$ cat src/rtl/io_bridge_pkg.sv
// io_bridge_pkg
// Shared constants for the memory-mapped I/O bridge: register offsets
// (selected by address[4:3]), switch/LED widths and the default window base.
package io_bridge_pkg;

   localparam int SW_W  = 18;
   localparam int LED_W = 27;

   localparam logic [63:0] IO_BASE_DEFAULT = 64'h0000_0000_0000_1000;

   // Register select, taken from address[4:3] (doubleword registers).
   typedef enum logic [1:0] {
      IO_SWITCH = 2'd0,
      IO_LED    = 2'd1,
      IO_CYCLE  = 2'd2,
      IO_EDGE   = 2'd3
   } io_reg_e;

endpackage

$ cat src/rtl/io_bridge_switch_debouncer.sv
// switch_debouncer
// Two-flop synchroniser followed by a vector-wide debouncer. A single counter
// covers the whole vector: any change in the synchronised value restarts it,
// and the candidate is accepted once it has been steady for DEBOUNCE_CYCLES.
// Ports:
//   clock, reset   core clock, async active-high reset
//   sw_i           raw switches, asynchronous to clock
//   stable_o       accepted (debounced) switch value
//   stable_next_o  value stable_o takes at the next edge
//   update_o       one-cycle strobe: stable_o changes at the next edge
module switch_debouncer #(
   parameter int W               = 18,
   parameter int DEBOUNCE_CYCLES = 65536
) (
   input  logic         clock,
   input  logic         reset,
   input  logic [W-1:0] sw_i,
   output logic [W-1:0] stable_o,
   output logic [W-1:0] stable_next_o,
   output logic         update_o
);

   localparam int CNT_W = (DEBOUNCE_CYCLES > 2) ? $clog2(DEBOUNCE_CYCLES) : 1;
   localparam logic [CNT_W-1:0] CNT_MAX = CNT_W'(DEBOUNCE_CYCLES - 1);

   logic [W-1:0]     sync1_q, sync2_q;
   logic [W-1:0]     cand_q, stable_q;
   logic [CNT_W-1:0] cnt_q, cnt_d;
   logic [W-1:0]     stable_d;
   logic             same;
   logic             accept;

   always_comb begin
      same   = (sync2_q == cand_q);
      accept = same && (cnt_q == CNT_MAX);
      cnt_d  = '0;
      if (same) begin
         cnt_d = (cnt_q == CNT_MAX) ? cnt_q : cnt_q + 1'b1;
      end
      stable_d = accept ? cand_q : stable_q;
   end

   always_ff @(posedge clock or posedge reset) begin
      if (reset) begin
         sync1_q  <= '0;
         sync2_q  <= '0;
         cand_q   <= '0;
         cnt_q    <= '0;
         stable_q <= '0;
      end else begin
         sync1_q  <= sw_i;
         sync2_q  <= sync1_q;
         cand_q   <= sync2_q;
         cnt_q    <= cnt_d;
         stable_q <= stable_d;
      end
   end

   assign stable_o      = stable_q;
   assign stable_next_o = stable_d;
   // The counter saturates, so acceptance repeats every cycle; only flag real changes.
   assign update_o      = accept && (cand_q != stable_q);

endmodule

$ cat src/rtl/io_bridge.sv
// io_bridge
// Memory-mapped I/O window beside data memory. Decodes the EX/MEM address,
// owns the LED register, a free-running 64-bit cycle counter, debounced
// switches and sticky switch rising-edge flags (write-1-to-clear).
// Ports:
//   clock, reset          core clock, async active-high reset
//   address, write_data   EX/MEM ALU result and store data
//   MemWrite, MemRead     store / load strobes
//   switches              raw board switches (asynchronous)
//   leds                  LED register
//   read_data             load data (combinational, 0 unless an I/O load)
//   is_io                 address lies in the 32-byte I/O window
module io_bridge
   import io_bridge_pkg::*;
#(
   parameter logic [63:0] IO_BASE         = IO_BASE_DEFAULT,
   parameter int          DEBOUNCE_CYCLES = 65536
) (
   input  logic              clock,
   input  logic              reset,
   input  logic [63:0]       address,
   input  logic [63:0]       write_data,
   input  logic              MemWrite,
   input  logic              MemRead,
   input  logic [SW_W-1:0]   switches,
   output logic [LED_W-1:0]  leds,
   output logic [63:0]       read_data,
   output logic              is_io
);

   logic [LED_W-1:0] led_q, led_d;
   logic [63:0]      cycle_q, cycle_d;
   logic [SW_W-1:0]  edge_q, edge_d;
   logic [SW_W-1:0]  sw_stable, sw_stable_next;
   logic             sw_update;
   logic [SW_W-1:0]  edge_clr;
   io_reg_e          reg_sel;
   logic             wr;
   logic             unused_bits;

   assign unused_bits = ^{address[2:0], write_data[63:LED_W], sw_update};

   switch_debouncer #(
      .W               (SW_W),
      .DEBOUNCE_CYCLES (DEBOUNCE_CYCLES)
   ) u_deb (
      .clock         (clock),
      .reset         (reset),
      .sw_i          (switches),
      .stable_o      (sw_stable),
      .stable_next_o (sw_stable_next),
      .update_o      (sw_update)
   );

   assign is_io   = (address[63:5] == IO_BASE[63:5]);
   assign reg_sel = io_reg_e'(address[4:3]);
   assign wr      = MemWrite && is_io;

   // Continuous assignment keeps the counter next-state a plain net.
   assign cycle_d = (wr && reg_sel == IO_CYCLE) ? 64'd0 : cycle_q + 64'd1;

   always_comb begin
      led_d    = led_q;
      edge_clr = '0;
      if (wr && reg_sel == IO_LED)  led_d    = write_data[LED_W-1:0];
      if (wr && reg_sel == IO_EDGE) edge_clr = write_data[SW_W-1:0];
      // OR-ing the rise after the clear makes a simultaneous set win.
      edge_d = (edge_q & ~edge_clr) | (sw_stable_next & ~sw_stable);
   end

   always_ff @(posedge clock or posedge reset) begin
      if (reset) begin
         led_q   <= '0;
         cycle_q <= '0;
         edge_q  <= '0;
      end else begin
         led_q   <= led_d;
         cycle_q <= cycle_d;
         edge_q  <= edge_d;
      end
   end

   always_comb begin
      read_data = 64'd0;
      if (MemRead && is_io) begin
         case (reg_sel)
            IO_SWITCH: read_data = {{(64-SW_W){1'b0}}, sw_stable};
            IO_LED:    read_data = {{(64-LED_W){1'b0}}, led_q};
            IO_CYCLE:  read_data = cycle_q;
            IO_EDGE:   read_data = {{(64-SW_W){1'b0}}, edge_q};
            default:   read_data = 64'd0;
         endcase
      end
   end

   assign leds = led_q;

endmodule
$ cat config.mk
export PLATFORM = sky130hd
export DESIGN_NAME = io_bridge
export DESIGN_NICKNAME = d
export VERILOG_FILES = /design/src/rtl/io_bridge_pkg.sv /design/src/rtl/io_bridge_switch_debouncer.sv /design/src/rtl/io_bridge.sv
export SDC_FILE = /design/constraint.sdc
export NUM_CORES = 1
export LEC_CHECK = 0
export BUFFER_PORTS_ARGS = -buffer_cell sky130_fd_sc_hd__buf_4
export CORE_MARGIN = 4
export CORE_UTILIZATION = 35
export CTS_CLUSTER_DIAMETER = 30
export DETAILED_ROUTE_END_ITERATION = 10
export SETUP_SLACK_MARGIN = 0.5
export SYNTH_ARGS = -nofsm -noshare
export SYNTH_HDL_FRONTEND = slang
export SYNTH_SLANG_ARGS = --single-unit
$ cat constraint.sdc
create_clock -name clock -period 7.02 [get_ports clock]
set_input_delay 0.351 -clock clock [delete_from_list [all_inputs] [get_ports clock]]
set_output_delay 0.351 -clock clock [all_outputs]
set_load 0.03 [all_outputs]
==> impl_metrics.py, run 1 <==
metrics = {
    "setup_path": {
        "slowest_stage": "sky130_fd_sc_hd__and2_1",
        "worst-path-max-fanout": 37,
        "critical_path_cell_by_cell": "buf_4 -> nor4_1 -> nand4_1 -> nor4_2 -> buf_4 -> and2_1 -> and3_1 -> buf_4",
        "critical_path_buffers_and_inverters": 3,
        "startpoint_class_of_the_critical_path": "input port",
        "max_stage_delay_ns": 0.80,
        "timing.critical_path.required_ns": 6.67,
        "critPathTopFamily": "simple AND/OR/NAND/NOR gates",
        "cpMostUsedCell": "sky130_fd_sc_hd__buf_4",
        "timing.critical_path.to_type": "output port",
        "worst-endpoint-arrival_ns": 2.96,
        "timing_worst_setup_path_type": "input port to output port",
    },
    "clock_network": {
        "worst_skew_pair.late_latency_ns": 0.43,
        "clock_tree.htree_level_count": 4,
        "cts_buffers": 17,
        "cts_post_setup_buffers_inserted": 0,
        "ctsResizeCount": 0,
        "numClockSinks": 197,
        "cts_hold_buf": 12,
        "cts.clk_slew.worst_paths_ns": 0.07,
        "cts.root.buffer_cell": "sky130_fd_sc_hd__clkbuf_16",
        "clock_tree_from_tritoncts": "yes",
        "number_of_buffers_between_clock_root_and_the_deepest_sink": 2,
    },
    "timing": {
        "setup_ws_ns": 3.71,
        "finalSetupTns_ns": 0,
        "final_max_slew_viol_count": 0,
        "final.period_utilization_pct": 47.1,
        "tightest_slew_ns": 1.00,
        "worst_slew_margin_rel_pct": 33.3,
        "fin_worst_skew_ns": 0.00956,
        "finalWorstPathRequiredPeriod_ns": 3.31,
        "timing.final.hold_violations": 0,
        "max_freq_mhz": 302,
        "grt_setup_unrepaired": "no",
        "setup-violations-final": 0,
    },
    "hold_path": {
        "hold_path.class": "input port to flip-flop",
    },
    "die": {
        "die_height_um": 170,
        "die-width_um": 170,
        "io-pin-count": 242,
        "placement_rows": 59,
        "die_area_mm2": 0.0290,
        "fp.coreArea_mm2": 0.0260,
        "initial_core_util_pct": 35.5,
    },
    "layout": {
        "cell_area_after_layout_mm2": 0.0118,
        "final_layout_size_suffix_gt1_share_pct": 29.3,
        "layout.filler_cells": 2458,
        "final_common_cell": "sky130_fd_sc_hd__buf_4",
        "nNetsFinal": 1196,
        "mostFrequentLayoutCells": "208 x sky130_fd_sc_hd__buf_4, 197 x sky130_fd_sc_hd__dfrtp_1, 79 x sky130_fd_sc_hd__nor2_1",
        "num_antenna_cells": 0,
        "area.growth.synth_to_final_pct": 27.7,
    },
    "routing": {
        "wire_per_inst_um": 17.3,
        "route.detailed.vias_per_inst": 5.14,
        "route.final.wire_length_um": 24100,
        "detail_route.drc_violations": 0,
        "initialDrtViolationCount": 434,
        "ant_nets": 0,
        "first_drt_pass_iteration_count": 4,
        "route.vias.total": 7156,
    },
    "global_route": {
        "antenna_violations_before_repair": 0,
        "groute.usage.overall_pct": 16.6,
        "grt_pass1_wl_um": 38200,
        "first_global_vias": 6916,
        "grtUsageMet1_pct": 23.5,
        "use_met2_pct": 26.6,
        "grt_start_max_net_pins": 119,
        "grt_overflow_total": 0,
        "grt_util_met3_pct": 3.21,
        "grt_most_used_layer": "met2",
    },
    "synthesis": {
        "synth_seq_area_share_pct": 53.4,
        "yosys_most_used_dff": "sky130_fd_sc_hd__dfrtp_1",
        "yosys_register_bits": 197,
        "postSynthCellCount": 849,
        "synth.avg_cell_area_um2": 10.9,
        "post_synth_num_cell_types": 42,
        "synth_edf_count": 0,
        "yosysWarnings": 0,
        "async_sr_flop_fraction_pct": 100,
        "synth_fp_nets": 1001,
        "post_synthesis_instance_area_mm2": 0.00923,
    },
    "power_and_ir_drop": {
        "vdd.ir_drop.worst_mv": 0.136,
        "p_leak_nw": 5.42,
        "fin_total_pwr_mw": 2.27,
        "pwr_density_cell_mw_per_mm2": 193,
    },
    "placement": {
        "place_hpwl_um": 17000,
        "dpl-instance-area_mm2": 0.0110,
        "io_buffers": 201,
        "placement.setup.worst_slack_ns": 3.73,
        "globalplace.congestion": 0.805,
    },
    "flow_run": {
        "max_cap_viol_count": 0,
    },
    "run_status": {
        "outcome": "finished clean",
    },
}
## sequential cells by signal, summed over array words and instances, names as in the netlist
register and flops:
edge_q 18, u_deb.sync1_q 18, u_deb.cand_q 18, leds 27, u_deb.stable_o 18, u_deb.sync2_q 18, u_deb.cnt_q 16, cycle_q 64
## worst register-to-register path, cell delays in order (launching register included)
cell	delay [ns]
sky130_fd_sc_hd__dfrtp_1	0.47
sky130_fd_sc_hd__nand4_1	0.20
sky130_fd_sc_hd__or4_1	0.87
sky130_fd_sc_hd__or4_1	0.88
sky130_fd_sc_hd__or4_1	0.56
sky130_fd_sc_hd__a21oi_1	0.15
## logic make-up (layout without fill, tap and decap cells)
group / count (synthesis) / after routing / synth area share, %
xor+xnor: 74 / 74 / 7.02
compound gates: 96 / 96 / 6.06
fa+ha+maj: 2 / 2 / 0.271
flops: 197 / 197 / 53.4
mux: 64 / 64 / 9.99
buf+inv: 77 / 285 / 3.27
simple gates: 339 / 339 / 19.9
## final cells by class
cell class,count,area (um2),area share [%]
Multi-Input combinational cell,575,4010,34.0
Sequential cell,197,4930,41.8
Timing Repair Buffer,223,1710,14.5
Tap cell,335,419,3.56
Clock inverter,14,169,1.43
Inverter,30,120,1.02
Clock buffer,18,429,3.64
## Yosys cell counts (all sizes together) (7+ instances only)
| library cell | number | area (um2) |
|---|---|---|
| nand4 | 28 | 181 |
| and3 | 63 | 394 |
| clkbuf | 41 | 155 |
| inv | 30 | 113 |
| o21ai | 49 | 245 |
| a21oi | 18 | 90.1 |
| nand3 | 31 | 160 |
| and4 | 7 | 61.3 |
| or4 | 12 | 97.6 |
| mux2 | 45 | 507 |
| nor2 | 79 | 297 |
| nand2 | 33 | 124 |
| or3 | 14 | 87.6 |
| nor4 | 34 | 213 |
| dfrtp | 197 | 4930 |
| nand2b | 17 | 106 |
| xnor2 | 50 | 438 |
| mux4 | 18 | 405 |
| nor3 | 12 | 60.1 |
| a22oi | 9 | 67.6 |
| xor2 | 24 | 210 |
## power breakdown
part           internal [mW]  leakage, nW  total (mW)  switching, mW
clock network          0.510        0.284       0.989          0.479
logic                 0.0635         2.62       0.121         0.0570
registers               1.15         2.51        1.16         0.0110
## per-stage QoR
| step | std cells | utilization [%] | hold WS, ns |
|---|---|---|---|
| after floorplan | 849 | - | 0.331 |
| after global placement | 1345 | 42.5 | 0.335 |
| after detailed placement | 1345 | 42.5 | 0.335 |
| after CTS | 1389 | 45.2 | 0.00135 |
| after global routing | 1392 | 45.3 | 0.000772 |
| final | 1392 | 45.3 | 0.0238 |
## path summary, 6_finish.rpt
check	startpoint	to	slack, ns	cells after the start
setup / recovery	address[18]	read_data[43]	3.71	8
hold / removal	switches[11]	u_deb.sync1_q[11]$_DFF_PP0_	0.02	1
setup reg to reg	cycle_q[2]$_DFF_PP0_	cycle_q[59]$_DFF_PP0_	3.81	5
hold reg to reg	u_deb.sync1_q[10]$_DFF_PP0_	u_deb.sync2_q[10]$_DFF_PP0_	0.35	0
max in group asynchronous	reset	leds[20]$_DFFE_PP0P_	5.37	3
min in group asynchronous	reset	cycle_q[60]$_DFF_PP0_	0.05	2
## metal layers
layer | wire length [um] | share of wire [%]
met5 | 0 | 0
met4 | 265 | 1.1
met3 | 1260 | 5.2
met2 | 11500 | 48
met1 | 11000 | 46
Note: power is estimated with default switching activity, not from simulation.
==> inputs of run 2 (changes only) <==
--- a/config.mk
+++ b/config.mk
@@ -5,6 +5,7 @@
 export SDC_FILE = /design/constraint.sdc
 export NUM_CORES = 1
 export LEC_CHECK = 0
+export ABC_AREA = 1
 export BUFFER_PORTS_ARGS = -buffer_cell sky130_fd_sc_hd__buf_4
 export CORE_MARGIN = 4
 export CORE_UTILIZATION = 35
==> constraint.sdc (replaced) <==
create_clock -name clock -period 3.2 [get_ports clock]
set_input_delay 0.16 -clock clock [delete_from_list [all_inputs] [get_ports clock]]
set_output_delay 0.16 -clock clock [all_outputs]
set_load 0.03 [all_outputs]
==> run 2 against run 1 <==
- sequential share of layout area decreased by 4.3 points
- core utilization increased by 0.30 points
- synthesized area increased by 11%
- final cell count increased by 42%
- combinational power increased to 2.7 times the previous value
- die area increased by 10%
- global-route usage increased by 3.7 points
- power increased by 130%
- highest routed layer unchanged
==> impl_metrics.py, run 2 <==
metrics = {
    "routing": {
        "ant_nets": 0,
        "route.vias.total": 9593,
        "detail_route.drc_violations": 0,
        "route.final.wire_length_um": 32000,
        "initialDrtViolationCount": 754,
        "route.detailed.vias_per_inst": 4.87,
        "first_drt_pass_iteration_count": 5,
        "wire_per_inst_um": 16.3,
    },
    "layout": {
        "area.growth.synth_to_final_pct": 28.4,
        "final_common_cell": "sky130_fd_sc_hd__nand2_1",
        "final_layout_size_suffix_gt1_share_pct": 18.2,
        "mostFrequentLayoutCells": "395 x sky130_fd_sc_hd__nand2_1, 254 x sky130_fd_sc_hd__nor2_1, 214 x sky130_fd_sc_hd__buf_4",
        "nNetsFinal": 1726,
        "post-route-util_pct": 45.7,
        "num_antenna_cells": 0,
        "stdcell_count": 1971,
        "largest_register_ff_count": 64,
        "register_bank_with_the_most_flops": "cycle_q",
        "layout.filler_cells": 2855,
    },
    "timing": {
        "setup-violations-final": 0,
        "fin_worst_skew_ns": 0.0177,
        "timing.hold.ws_ns": 0.290,
        "finalSetupTns_ns": 0,
        "final_max_slew_viol_count": 0,
        "worst_slew_margin_rel_pct": 52.2,
        "finalWorstPathRequiredPeriod_ns": 2.39,
        "final.period_utilization_pct": 74.6,
        "setup_ws_ns": 0.813,
        "max_freq_mhz": 419,
        "grt_setup_unrepaired": "no",
        "tightest_slew_ns": 0.716,
        "timing.final.hold_violations": 0,
    },
    "clock_network": {
        "cts.root.buffer_cell": "sky130_fd_sc_hd__clkbuf_16",
        "ctsResizeCount": 0,
        "numClockSinks": 197,
        "cts_buffers": 17,
        "clock_tree.htree_level_count": 4,
        "cts_post_setup_buffers_inserted": 0,
        "number_of_buffers_between_clock_root_and_the_deepest_sink": 2,
        "clock_tree_from_tritoncts": "yes",
        "cts_hold_buf": 46,
        "cts.clk_slew.worst_paths_ns": 0.08,
        "worst_skew_pair.late_latency_ns": 0.44,
    },
    "power_and_ir_drop": {
        "pwr_density_cell_mw_per_mm2": 390,
        "p_leak_nw": 6.34,
        "vdd.ir_drop.worst_mv": 0.326,
    },
    "die": {
        "fp.coreArea_mm2": 0.0288,
        "die_area_mm2": 0.0320,
        "placement_rows": 62,
        "die-width_um": 179,
        "initial_core_util_pct": 35.5,
        "io-pin-count": 242,
        "die_height_um": 179,
    },
    "synthesis": {
        "yosysWarnings": 0,
        "post_synthesis_instance_area_mm2": 0.0102,
        "yosys_most_used_dff": "sky130_fd_sc_hd__dfrtp_1",
        "synth.top_cell.area_share_pct": 48.2,
        "yosys.cell_count.top_type": "sky130_fd_sc_hd__nand2_1",
        "synth.avg_cell_area_um2": 7.66,
        "synth_commonest_cells": "395 x sky130_fd_sc_hd__nand2_1, 254 x sky130_fd_sc_hd__nor2_1, 197 x sky130_fd_sc_hd__dfrtp_1, 102 x sky130_fd_sc_hd__inv_1, 93 x sky130_fd_sc_hd__nand3_1",
        "async_sr_flop_fraction_pct": 100,
        "post_synth_num_cell_types": 35,
        "synth_edf_count": 0,
        "yosys_register_bits": 197,
        "synth_fp_nets": 1488,
        "synth_seq_area_share_pct": 48.2,
        "synth.largest_area_cell": "sky130_fd_sc_hd__dfrtp_1",
        "ys_top_cells_by_area": "sky130_fd_sc_hd__dfrtp_1 48%, sky130_fd_sc_hd__nand2_1 14%, sky130_fd_sc_hd__nor2_1 9.3%, sky130_fd_sc_hd__nand3_1 4.5%, sky130_fd_sc_hd__inv_1 3.7%",
        "postSynthCellCount": 1336,
    },
    "placement": {
        "place_hpwl_um": 24200,
        "placement.setup.worst_slack_ns": 0.843,
        "io_buffers": 201,
        "dp_cells": 1893,
        "globalplace.congestion": 0.957,
    },
    "setup_path": {
        "timing.rr.end": "cycle_q[62]$_DFF_PP0_",
        "r2r_slack_ns": 0.88,
        "slowest_stage": "sky130_fd_sc_hd__nor2_1",
        "worst_setup_path_end": "read_data[10]",
        "max_stage_delay_ns": 0.52,
        "setup.worst_path.start": "address[10]",
        "worst-endpoint-arrival_ns": 2.23,
        "critical_path_cell_by_cell": "buf_4 -> nor2_1 -> nand2_1 -> nor2_1 -> nand2_1 -> nor2_1 -> nand2_2 -> inv_1 -> nand2_4 -> nor2_1 -> buf_4",
        "cpMostUsedCell": "sky130_fd_sc_hd__nor2_1",
        "worst-path-max-fanout": 48,
        "startpoint_class_of_the_critical_path": "input port",
        "crit-reg2reg-launch": "cycle_q[0]$_DFF_PP0_",
        "timing_worst_setup_path_type": "input port to output port",
        "timing.critical_path.to_type": "output port",
        "worstRegToRegCells": 10,
        "timing.critical_path.required_ns": 3.04,
    },
    "run_status": {
        "outcome": "finished clean",
    },
    "global_route": {
        "first_global_vias": 9355,
        "grt_overflow_total": 0,
        "grt_start_max_net_pins": 83,
        "groute.usage.overall_pct": 20.3,
        "antenna_violations_before_repair": 0,
        "grt_pass1_wl_um": 50600,
    },
    "hold_path": {
        "hold_path.class": "input port to flip-flop",
        "cells_on_worst_hold_path": 6,
    },
    "flow_run": {
        "max_cap_viol_count": 0,
    },
}
==> run 2: cell count changes after synthesis, sizes merged, moves of 30 or more <==
cell / delta
nand2: +368
nor2: +187
inv: +80
nand3: +64
and3: -63
nor3: +49
mux2: -45
xnor2: -39
nor4: -34
clkbuf: -30
==> run 2: how the worst min path moves through the flow <==
stage	endpoint	from
after floorplan	u_deb.sync1_q[0]$_DFF_PP0_	switches[0]
after global placement	leds[21]$_DFFE_PP0P_	reset
after detailed placement	leds[21]$_DFFE_PP0P_	reset
after CTS	leds[26]$_DFFE_PP0P_	address[4]
after global routing	leds[12]$_DFFE_PP0P_	MemWrite
final	leds[26]$_DFFE_PP0P_	address[4]
==> run 2: logic make-up (layout without fill, tap and decap cells) <==
group	count (synthesis)	count (layout)	share of synthesized area (%)
flops	197	197	48.2
buf+inv	154	405	7.12
fa+ha+maj	2	2	0.245
compound gates	80	80	4.92
xor+xnor	48	48	4.11
simple gates	855	855	35.4
==> run 2: cell type report <==
| type | instances | area, um2 | area share, % |
|---|---|---|---|
| sequential | 197 | 4930 | 37.5 |
| multi-input combinational | 985 | 4580 | 34.8 |
| timing repair buffer | 262 | 2110 | 16.0 |
| tap | 384 | 480 | 3.66 |
| clock buffer | 18 | 439 | 3.34 |
| inverter | 111 | 420 | 3.20 |
| clock inverter | 14 | 185 | 1.41 |
==> run 2: layer usage <==
metal | vias to the layer above | track usage, % | wire [um]
met1 | 4573 | 27.5 | 14500
met2 | 249 | 33.8 | 15600
met4 | 0 | 4.73 | 493
met3 | 30 | 3.80 | 1530
met5 | - | 0 | 0
li1 | 4741 | - | -
==> run 2: power breakdown <==
part           switching (mW)  internal (mW)
combinational           0.163          0.163
sequential             0.0218           2.52
clock                    1.15           1.11
total                    1.33           3.79
==> run 2: critical path, delay by kind of cell <==
family | cells | cell delay [ns]
buf+inv | 3 | 0.50
simple gates | 8 | 1.55
==> run 2: per-stage QoR <==
stage / cell area, um2 / total power, mW
floorplan: 10200 / 2.71
global placement: 12100 / 2.88
detailed placement: 12100 / 2.88
CTS: 13100 / 5.18
global route: 13100 / 5.33
finish: 13100 / 5.13
